`src/rtl/mul_div_unit.sv`:
```
// mul_div_unit: iterative shift-add multiplier and restoring divider producing a hi/lo pair
module mul_div_unit #(
    parameter int WIDTH = 32
) (
    input  logic             clk,
    input  logic             reset,
    input  logic             start,
    input  logic [1:0]       op,
    input  logic [WIDTH-1:0] a,
    input  logic [WIDTH-1:0] b,
    output logic             busy,
    output logic             done,
    output logic [WIDTH-1:0] hi,
    output logic [WIDTH-1:0] lo,
    output logic             divzero
);
    localparam int CW = $clog2(WIDTH);

    typedef enum logic [1:0] {IDLE, RUN, DONE} state_t;

    state_t            state, state_n;
    logic [CW-1:0]     cnt;
    logic [WIDTH:0]    acc, acc_n, sum, mres, shl;
    logic [WIDTH-1:0]  mq, mq_n, b_r, a_r, ma, mb, quo, rem;
    logic [2*WIDTH-1:0] prod, prod_f;
    logic              is_div, neg_q, neg_r, ge, dz, accept, last;

    assign busy   = state == RUN;
    assign done   = state == DONE;
    assign accept = start && state != RUN;
    assign last   = cnt == CW'(WIDTH - 1);
    assign ma     = (op[0] && a[WIDTH-1]) ? -a : a;
    assign mb     = (op[0] && b[WIDTH-1]) ? -b : b;

    // one unsigned iteration of either core plus the sign fixup applied at the final edge
    always_comb begin
        sum    = {1'b0, acc[WIDTH-1:0]} + {1'b0, b_r};
        mres   = mq[0] ? sum : {1'b0, acc[WIDTH-1:0]};
        shl    = {acc[WIDTH-1:0], mq[WIDTH-1]};
        ge     = shl >= {1'b0, b_r};
        acc_n  = is_div ? (ge ? shl - {1'b0, b_r} : shl) : {1'b0, mres[WIDTH:1]};
        mq_n   = is_div ? {mq[WIDTH-2:0], ge} : {mres[0], mq[WIDTH-1:1]};
        prod   = {acc_n[WIDTH-1:0], mq_n};
        prod_f = neg_q ? -prod : prod;
        quo    = neg_q ? -mq_n : mq_n;
        rem    = neg_r ? -acc_n[WIDTH-1:0] : acc_n[WIDTH-1:0];
        dz     = is_div && b_r == '0;
    end

    // state register
    always_ff @(posedge clk or negedge reset) begin
        if (!reset) state <= IDLE;
        else        state <= state_n;
    end

    // next state: DONE may relaunch directly when start is held
    always_comb begin
        state_n = state;
        case (state)
            IDLE:    state_n = start ? RUN : IDLE;
            RUN:     state_n = last ? DONE : RUN;
            default: state_n = start ? RUN : IDLE;
        endcase
    end

    // operand latch at accept, iteration during RUN, result commit on the last iteration
    always_ff @(posedge clk or negedge reset) begin
        if (!reset) begin
            cnt     <= '0;
            acc     <= '0;
            mq      <= '0;
            b_r     <= '0;
            a_r     <= '0;
            is_div  <= 1'b0;
            neg_q   <= 1'b0;
            neg_r   <= 1'b0;
            hi      <= '0;
            lo      <= '0;
            divzero <= 1'b0;
        end else if (accept) begin
            cnt    <= '0;
            acc    <= '0;
            mq     <= ma;
            b_r    <= mb;
            a_r    <= a;
            is_div <= op[1];
            neg_q  <= op[0] && (a[WIDTH-1] ^ b[WIDTH-1]);
            neg_r  <= op[0] && a[WIDTH-1];
        end else if (state == RUN) begin
            acc <= acc_n;
            mq  <= mq_n;
            cnt <= cnt + CW'(1);
            if (last) begin
                divzero <= dz;
                hi      <= dz ? a_r : (is_div ? rem : prod_f[2*WIDTH-1:WIDTH]);
                lo      <= dz ? '1 : (is_div ? quo : prod_f[WIDTH-1:0]);
            end
        end
    end
endmodule
```
`config.mk`:
```
export PLATFORM = sky130hd
export DESIGN_NAME = mul_div_unit
export DESIGN_NICKNAME = d
export VERILOG_FILES = /design/src/rtl/mul_div_unit.sv
export SDC_FILE = /design/constraint.sdc
export NUM_CORES = 1
export LEC_CHECK = 0
export ABC_AREA = 0
export BUFFER_PORTS_ARGS = -buffer_cell sky130_fd_sc_hd__buf_2
export CAP_MARGIN = 15
export CORE_MARGIN = 2
export CORE_UTILIZATION = 40
export DETAILED_ROUTE_END_ITERATION = 8
export PLACE_DENSITY = 0.67
export SLEW_MARGIN = 20
export SYNTH_ARGS = -nofsm -noshare
export SYNTH_HDL_FRONTEND = slang
export SYNTH_SLANG_ARGS = --single-unit
```
`constraint.sdc`:
```
create_clock -name clk -period 4.6 [get_ports clk]
set_clock_uncertainty 0.05 [all_clocks]
set_input_delay 0.69 -clock clk [delete_from_list [all_inputs] [get_ports clk]]
set_output_delay 0.69 -clock clk [all_outputs]
set_load 0.05 [all_outputs]
```
==> out/metrics.yaml, run 1 <==
status: "finished clean"
worstPathArrival_ns: 4.92
clock-root-buffer: "clkbuf_16"
grtUsageMet3_pct: 7.83
yosys-top-cells-count: "241 x nand2_1, 214 x o21ai_0, 203 x dfrtp_1, 176 x a21oi_1, 155 x nor2_1"
syn-mean-instance-area_um2: 7.96
drt_first_iter_violations: 1762
antenna_found_initial: 4
cts_buffers: 25
ctsLongestPathBuffers: 3
use_met2_pct: 47.7
ioPinCount: 136
grt_max_degree: 107
drt_first_pass_iters: 6
clk_pin_slew_worst_paths_ns: 0.06
grt.busiest_layer: "met2"
synth_cells: 2125
drive_gt1_share_pct: 24.1
postRouteAntennaNets: 0
gp_congestion: 0.981
h-tree-depth: 1
place_inst: 2921
grt_usage_pct: 31.9
rows: 75
final_core_util_pct: 50.5
syn_area_mm2: 0.0169
cts_tree: "built"
start_util_pct: 40.4
dieArea_mm2: 0.0439
rsz0062_at_grt: "true"
avgRoutedWirePerCell_um: 23.9
synth-async-reset-ratio_pct: 100
synth_largest_area_cell: "dfrtp_1"
grt_use_met1_pct: 45.5
fillers: 4099
critPathKind: "flop to flop"
design_area_mm2: 0.0211
dp_hpwl_mm: 55.8
yosys_warnings: 0
io_buffers: 135
multi_input_area_mm2: 0.0115
seqCellArea_mm2: 0.00509
gr-total-overflow: 0
routed_wl_mm: 71.6
die_h_um: 210
ys_seq_elements: 203
finalHoldViolations: 0
critPathMaxFanout: 6
nets: 2570
vias: 18400
crit_required_ns: 5.01
synth.most_common_cell: "nand2_1"
layoutNonFillerInstCount: 2988
synth-seq-area-share_pct: 30.0
fin_crit_ns: 4.52
start_kind: "flop"
synth_fp_nets: 2266
worst_pin_slew_ns: 0.949
maxCapViolations: 0
synth.top_cells.by_area: "dfrtp_1 30%, o21ai_0 6.3%, nand2_1 5.4%"
syn_to_final_growth_pct: 25.0
drc: 0
synth_edf_count: 0
die_w_um: 210
fin_hold_ws_ns: 0.192
clock_sinks: 203
maxClockFrequency_ghz: 0.221
insertion_delay_ns: 0.57
hold_path.class: "input port to asynchronous set/reset pin"
core_area_mm2: 0.0419
netlist.area_leader.share_pct: 30.0
place_area_mm2: 0.0197
end_kind: "flop"
synthFlopType: "dfrtp_1"
grt_pass1_vias: 17300
setup_viol: 0
via_per_inst: 6.15
min_period_over_period_pct: 98.2
ys_types: 97
grt_pass1_wl_mm: 107
slew_headroom_pct: 35.1
drv_slew: 0
## worst paths after layout
path                            startpoint     end  slack [ns]  cells after the start
worst max-delay path                acc[6]  hi[16]        0.08                     15
worst min-delay path                 reset  lo[14]        0.19                      1
worst max register to register      acc[6]  hi[16]        0.08                     15
worst min register to register      hi[29]  hi[29]        0.44                      2
max in group asynchronous            reset  a_r[2]        3.24                      2
min in group clk                     op[1]  is_div        0.30                      2
## per-stage QoR
stage / TNS, ns / worst slack (ns)
floorplan: 0 / 0.00929
global placement: -4.34 / -0.613
detailed placement: -4.16 / -0.605
CTS: 0 / 0.00176
global route: -0.0628 / -0.0276
finish: 0 / 0.0828
## critical path: stages, from the launching register on
cell and delay (ns):
dfrtp_1 0.45, ha_1 0.42, nand4_1 0.23, nor4_1 0.28
nand4_1 0.21, and3_4 0.27, buf_4 0.16, nand3_1 0.09
a31o_2 0.18, ha_2 0.17, or4b_4 0.50, o41ai_1 0.55
a22oi_2 0.14, o41ai_2 0.39, mux2i_1 0.23, nand2_1 0.07
## per-layer routing
layer	up-vias	wire, µm
met5	-	12
met1	8966	31700
met3	118	7260
met2	871	30500
met4	2	2030
li1	8406	-
## cell families after synthesis
| group | share of synthesized area, % |
|---|---|
| AOI/OAI and AO/OA | 26.1 |
| adders and majority gates | 5.42 |
| xor gates and xnor gates | 7.10 |
| DFF | 30.0 |
| and+or+nand+nor | 21.7 |
| buffers and inverters | 4.74 |
| muxes | 4.94 |
## flip-flops by register name (all words and copies together), names as in the netlist, 2 cells and up
register,cells
a_r,32
acc,32
b_r,32
cnt,5
hi,32
lo,32
mq,32
state,2
## repair_timing
| item | 4_1_cts | 5_1_grt |
|---|---|---|
| setup buffers | 3 | 17 |
| hold buffers | 0 | 0 |
| pin swaps | 5 | 25 |
| endpoints found under the setup margin | 11 | 28 |
| resized for setup | 12 | 77 |
## layout make-up
cell class | count | share of cell area, %
Multi-Input combinational cell | 1720 | 54.4
Sequential cell | 203 | 24.1
Timing Repair Buffer | 401 | 12.9
Clock buffer | 32 | 3.37
Tap cell | 539 | 3.19
Inverter | 78 | 1.39
Clock inverter | 13 | 0.675
Antenna cell | 2 | 0.0237
## cells in the final DEF (no fill, tap or decap), types with 16 or more instances in the layout
| cell | n |
|---|---|
| mux2i_1 | 44 |
| a21oi_1 | 168 |
| nor4_1 | 27 |
| ha_1 | 61 |
| nand3_1 | 44 |
| xnor2_1 | 89 |
| buf_4 | 262 |
| clkbuf_16 | 25 |
| or3_1 | 35 |
| o31ai_1 | 28 |
| dfrtp_1 | 200 |
| o21a_1 | 16 |
| a31oi_1 | 28 |
| nand3b_1 | 32 |
| xor2_1 | 47 |
| mux2_2 | 35 |
| nand4_1 | 27 |
| a21o_1 | 31 |
| nand2b_1 | 17 |
| nor2_1 | 150 |
| o21ai_0 | 209 |
| buf_2 | 134 |
| nand2_1 | 239 |
| inv_1 | 72 |
| nor3_1 | 50 |
| o211ai_1 | 52 |
| and3_1 | 20 |
Power of run 1 is not shown: default switching activity piles up to over one toggle a cycle in this logic, so the estimate is an artifact.
==> inputs of run 2 (changes only) <==
SETUP_SLACK_MARGIN = 0.1   (was default)
==> run 2 against run 1 <==
  * Via count about the same
  * Global-route usage rose by 0.24 points
  * Fmax fell by 0.27%
  * Register-to-register slack about the same
==> out/metrics.yaml, run 2 (synthesis results as in run 1) <==
status: "finished clean"
worstPathArrival_ns: 4.92
final_common_cell: "buf_4"
antenna_found_initial: 3
drt_first_pass_iters: 6
core_area_mm2: 0.0419
crit_buf_inv: 4
detailedPlace.worstSlack_ns: -0.246
clock-root-buffer: "clkbuf_16"
critPathMaxFanout: 4
min_period_over_period_pct: 98.5
setup_slack_ns: 0.0705
clk_pin_slew_worst_paths_ns: 0.06
crit_required_ns: 4.99
via_per_inst: 6.19
nets: 2555
end_kind: "flop"
cp.depth: 19
routed_wl_mm: 72.2
die_w_um: 210
dieArea_mm2: 0.0439
grt_max_degree: 92
hold_path.class: "input port to asynchronous set/reset pin"
insertion_delay_ns: 0.57
ctsLongestPathBuffers: 3
maxClockFrequency_ghz: 0.221
ioPinCount: 136
final_core_util_pct: 50.9
start_util_pct: 40.4
grt_pass1_wl_mm: 108
drv_slew: 0
die_h_um: 210
rr_worst_depth: 19
mostFrequentLayoutCells: "243 x buf_4, 237 x nand2_1, 202 x dfrtp_1"
critPathKind: "flop to flop"
cpLargestDelayFamily: "compound AO/OA/AOI/OAI gates"
io_buffers: 135
cts_tree: "built"
worst_pin_slew_ns: 0.946
setup_viol: 0
grt_usage_pct: 32.1
drt_first_iter_violations: 1947
fin_crit_ns: 4.53
slew_headroom_pct: 36.8
slowest_delay_ns: 0.50
postRouteAntennaNets: 0
gp_congestion: 1.02
critPathSlowestCell: "or4b_4"
vias: 18400
drive_gt1_share_pct: 24.2
rsz0062_at_grt: "true"
hold_buffers: 0
grt_pass1_vias: 17300
dp_hpwl_mm: 55.4
start_kind: "flop"
cts_buffers: 25
rows: 75
worstPathCellList: "inv_2 > ha_4 > buf_6 > a21o_1 > a211o_1 > a221oi_4 > buf_4 > and3_4 > a211oi_4 > nor3_2 > buf_4 > ha_4 > or4b_4 > nor4_4 > nand3b_1 > o31a_1 > o31ai_4 > mux2i_1 > nand3_1"
avgRoutedWirePerCell_um: 24.3
gr-total-overflow: 0
r2r_slack_ns: 0.07
drc: 0
maxCapViolations: 0
h-tree-depth: 1
syn_to_final_growth_pct: 25.9
clock_sinks: 203
fillers: 4007
finalHoldViolations: 0
-- run 2: cell types whose count changed in the layout (fill, tap and decap cells not counted), sizes merged --
cell      before  now
diode          2    1
clkinvlp       5    0
clkbuf        33   37
buf          400  385
clkinv         8    6
bufinv         2    4
-- run 2: metal layers --
metal  GRT usage [%]  vias to the layer above  share of wire (%)
met3            6.08                      120                9.9
met5               0                        -              0.025
li1                -                     8381                  -
met4            8.76                        2                3.1
met1            46.5                     8899                 44
met2            48.9                      974                 43
-- run 2: through the flow --
stage          instances  TNS, ns  instance area (µm²)  hold slack [ns]
2_1_floorplan       2125        0                16900            0.344
3_3_place_gp        2895    -3.82                19500            0.411
3_5_place_dp        2895    -1.67                19500            0.416
4_1_cts             2956        0                20700            0.175
5_1_grt             2970   -0.169                21300            0.199
6_report            2971        0                21300            0.149
-- run 2: final timing paths --
path	end	start
max	hi[28]	b_r[30]
min	lo[15]	reset
max reg2reg	hi[28]	b_r[30]
min reg2reg	cnt[3]	cnt[3]
max in group asynchronous	a_r[8]	reset
min in group clk	is_div	op[1]
-- run 2: area by class of cell --
class | instances | area (µm²) | area share (%)
diodes | 1 | 2.50 | 0.0118
inverters | 78 | 294 | 1.38
multi-input cells | 1720 | 11700 | 55.1
clock inverters | 8 | 159 | 0.746
repair buffers | 386 | 2640 | 12.4
clock buffers | 36 | 707 | 3.32
flip-flops and latches | 203 | 5080 | 23.9
well taps | 539 | 674 | 3.17
-- run 2: worst reg2reg max path: stages (launching register included) --
cell      delay [ns]
dfrtp_1         0.38
inv_2           0.07
ha_4            0.20
buf_6           0.11
a21o_1          0.17
a211o_1         0.35
a221oi_4        0.27
buf_4           0.18
and3_4          0.21
a211oi_4        0.07
nor3_2          0.16
buf_4           0.16
ha_4            0.12
or4b_4          0.50
nor4_4          0.28
nand3b_1        0.14
o31a_1          0.32
o31ai_4         0.27
mux2i_1         0.26
nand3_1         0.11
-- run 2: repair_timing --
item                                    in CTS  in global routing
buffers inserted                            17                 17
pin swaps                                   17                 49
endpoints found under the setup margin      22                 28
gates resized for setup                     38                 89
Power of run 2 is left out for the same reason.
==> inputs of run 3 (changes only) <==
MAX_ROUTING_LAYER = met4   (was default)
==> run 3 against run 2 <==
  * Fmax increased by 1.9%
  * Count of clock-buffer cells in the layout decreased by 8
  * Non-clock buffer count decreased by 4
  * Critical path type unchanged
  * Global-route usage increased by 1.4 points
  * First-iteration DRC count decreased by 11%
  * Utilization about the same
  * Via count decreased by 0.14%
  * Critical endpoint is now hi[24]
  * Sequential share of layout area about the same
  * Critical path depth decreased by 2
  * Largest cell class unchanged
==> out/metrics.yaml, run 3 (synthesis results as in run 1) <==
syn_to_final_growth_pct: 26.0
drive_gt1_share_pct: 24.4
reg2reg_from: "b_r[0]"
start_util_pct: 40.4
ctsLongestPathBuffers: 3
die_h_um: 210
crit_start: "b_r[0]"
hold_path.class: "input port to asynchronous set/reset pin"
crit_required_ns: 4.99
finalHoldViolations: 0
fin_crit_ns: 4.44
io_buffers: 135
grt_pass1_wl_mm: 109
setup_slack_ns: 0.157
ioPinCount: 136
detailedPlace.worstSlack_ns: -0.497
slew_headroom_pct: 37.0
avgRoutedWirePerCell_um: 24.7
grt_max_degree: 93
end_kind: "flop"
dieArea_mm2: 0.0439
gp_congestion: 1.00
design_area_mm2: 0.0213
h-tree-depth: 1
setup_viol: 0
nets: 2551
cts_tree: "built"
status: "finished clean"
core_area_mm2: 0.0419
worst_pin_slew_ns: 0.937
insertion_delay_ns: 0.58
place_area_mm2: 0.0195
drc: 0
rows: 75
grt_usage_pct: 33.5
rsz0062_at_grt: "true"
die_w_um: 210
place_inst: 2901
clock-root-buffer: "clkbuf_16"
cts_buffers: 25
start_kind: "flop"
layoutNonFillerInstCount: 2971
antenna_found_initial: 5
dp_hpwl_mm: 56.6
final_core_util_pct: 50.9
drv_slew: 0
gr-total-overflow: 0
vias: 18400
fillers: 4103
final_common_cell: "buf_4"
worstPathArrival_ns: 4.84
routed_wl_mm: 73.3
mostFrequentLayoutCells: "244 x buf_4, 239 x nand2_1, 208 x o21ai_0"
clock_sinks: 203
drt_first_pass_iters: 8
rr_worst_depth: 17
min_period_over_period_pct: 96.6
grt_pass1_vias: 17000
critPathMaxFanout: 5
via_per_inst: 6.18
critPathKind: "flop to flop"
drt_first_iter_violations: 1730
maxCapViolations: 0
clk_pin_slew_worst_paths_ns: 0.07
postRouteAntennaNets: 0
maxClockFrequency_ghz: 0.225
==> run 3: changes by cell type in the layout (fill, tap and decap cells not counted), sizes merged <==
cell | before | now
clkbuf | 37 | 29
clkinv | 6 | 7
buf | 385 | 381
diode | 1 | 3
bufinv | 4 | 7
clkinvlp | 0 | 4
inv | 76 | 78
==> run 3: worst paths after layout <==
kind,endpoint,slack [ns]
setup / recovery,hi[24],0.16
hold / removal,lo[16],0.17
setup reg to reg,hi[24],0.16
hold reg to reg,cnt[3],0.44
max in group asynchronous,hi[3],3.29
min in group clk,is_div,0.32
==> run 3: worst max-delay path, stage by stage (launching register included) <==
cell and delay, ns:
dfrtp_1 0.39, buf_4 0.15, ha_1 0.16, inv_1 0.07, fa_2 0.37, a21o_1 0.20, a221oi_1 0.27, buf_4 0.20
o22a_1 0.16, a21oi_1 0.17, xor2_1 0.21, o211ai_1 0.40, o221ai_4 0.27, or3_4 0.48, o41ai_2 0.36, o22ai_1 0.13
mux2i_1 0.18, nand2_1 0.07
==> run 3: final cells by class <==
class                   instances  area, µm²  share of cell area, %
multi-input cells            1720      11700                   55.0
flip-flops and latches        203       5080                   23.9
repair buffers                382       2570                   12.1
well taps                     539        674                   3.17
clock buffers                  28        647                   3.04
clock inverters                18        309                   1.45
inverters                      78        294                   1.38
diodes                          3       7.51                 0.0353
==> run 3: stage by stage <==
| stage | hold slack [ns] | TNS, ns |
|---|---|---|
| floorplan | 0.344 | 0 |
| global placement | 0.410 | -4.07 |
| detailed placement | 0.418 | -3.40 |
| CTS | 0.199 | 0 |
| global route | 0.246 | 0 |
| finish | 0.165 | 0 |
==> run 3: metal layers <==
metal | global-route usage, % | vias up | wire, µm
met2 | 47.6 | 856 | 31100
met3 | 5.99 | 117 | 6570
met5 | - | - | 0
met1 | 48.7 | 8998 | 33500
met4 | 9.37 | 0 | 2090
li1 | - | 8379 | -
==> run 3: repair_timing <==
action / CTS / global route
hold buffers: 0 / 0
setup endpoints to repair: 23 / 27
buffers inserted: 7 / 14
gates resized for setup: 34 / 88
hold endpoints to repair: 0 / 0
pin swaps: 8 / 30
Power of run 3 is left out for the same reason.
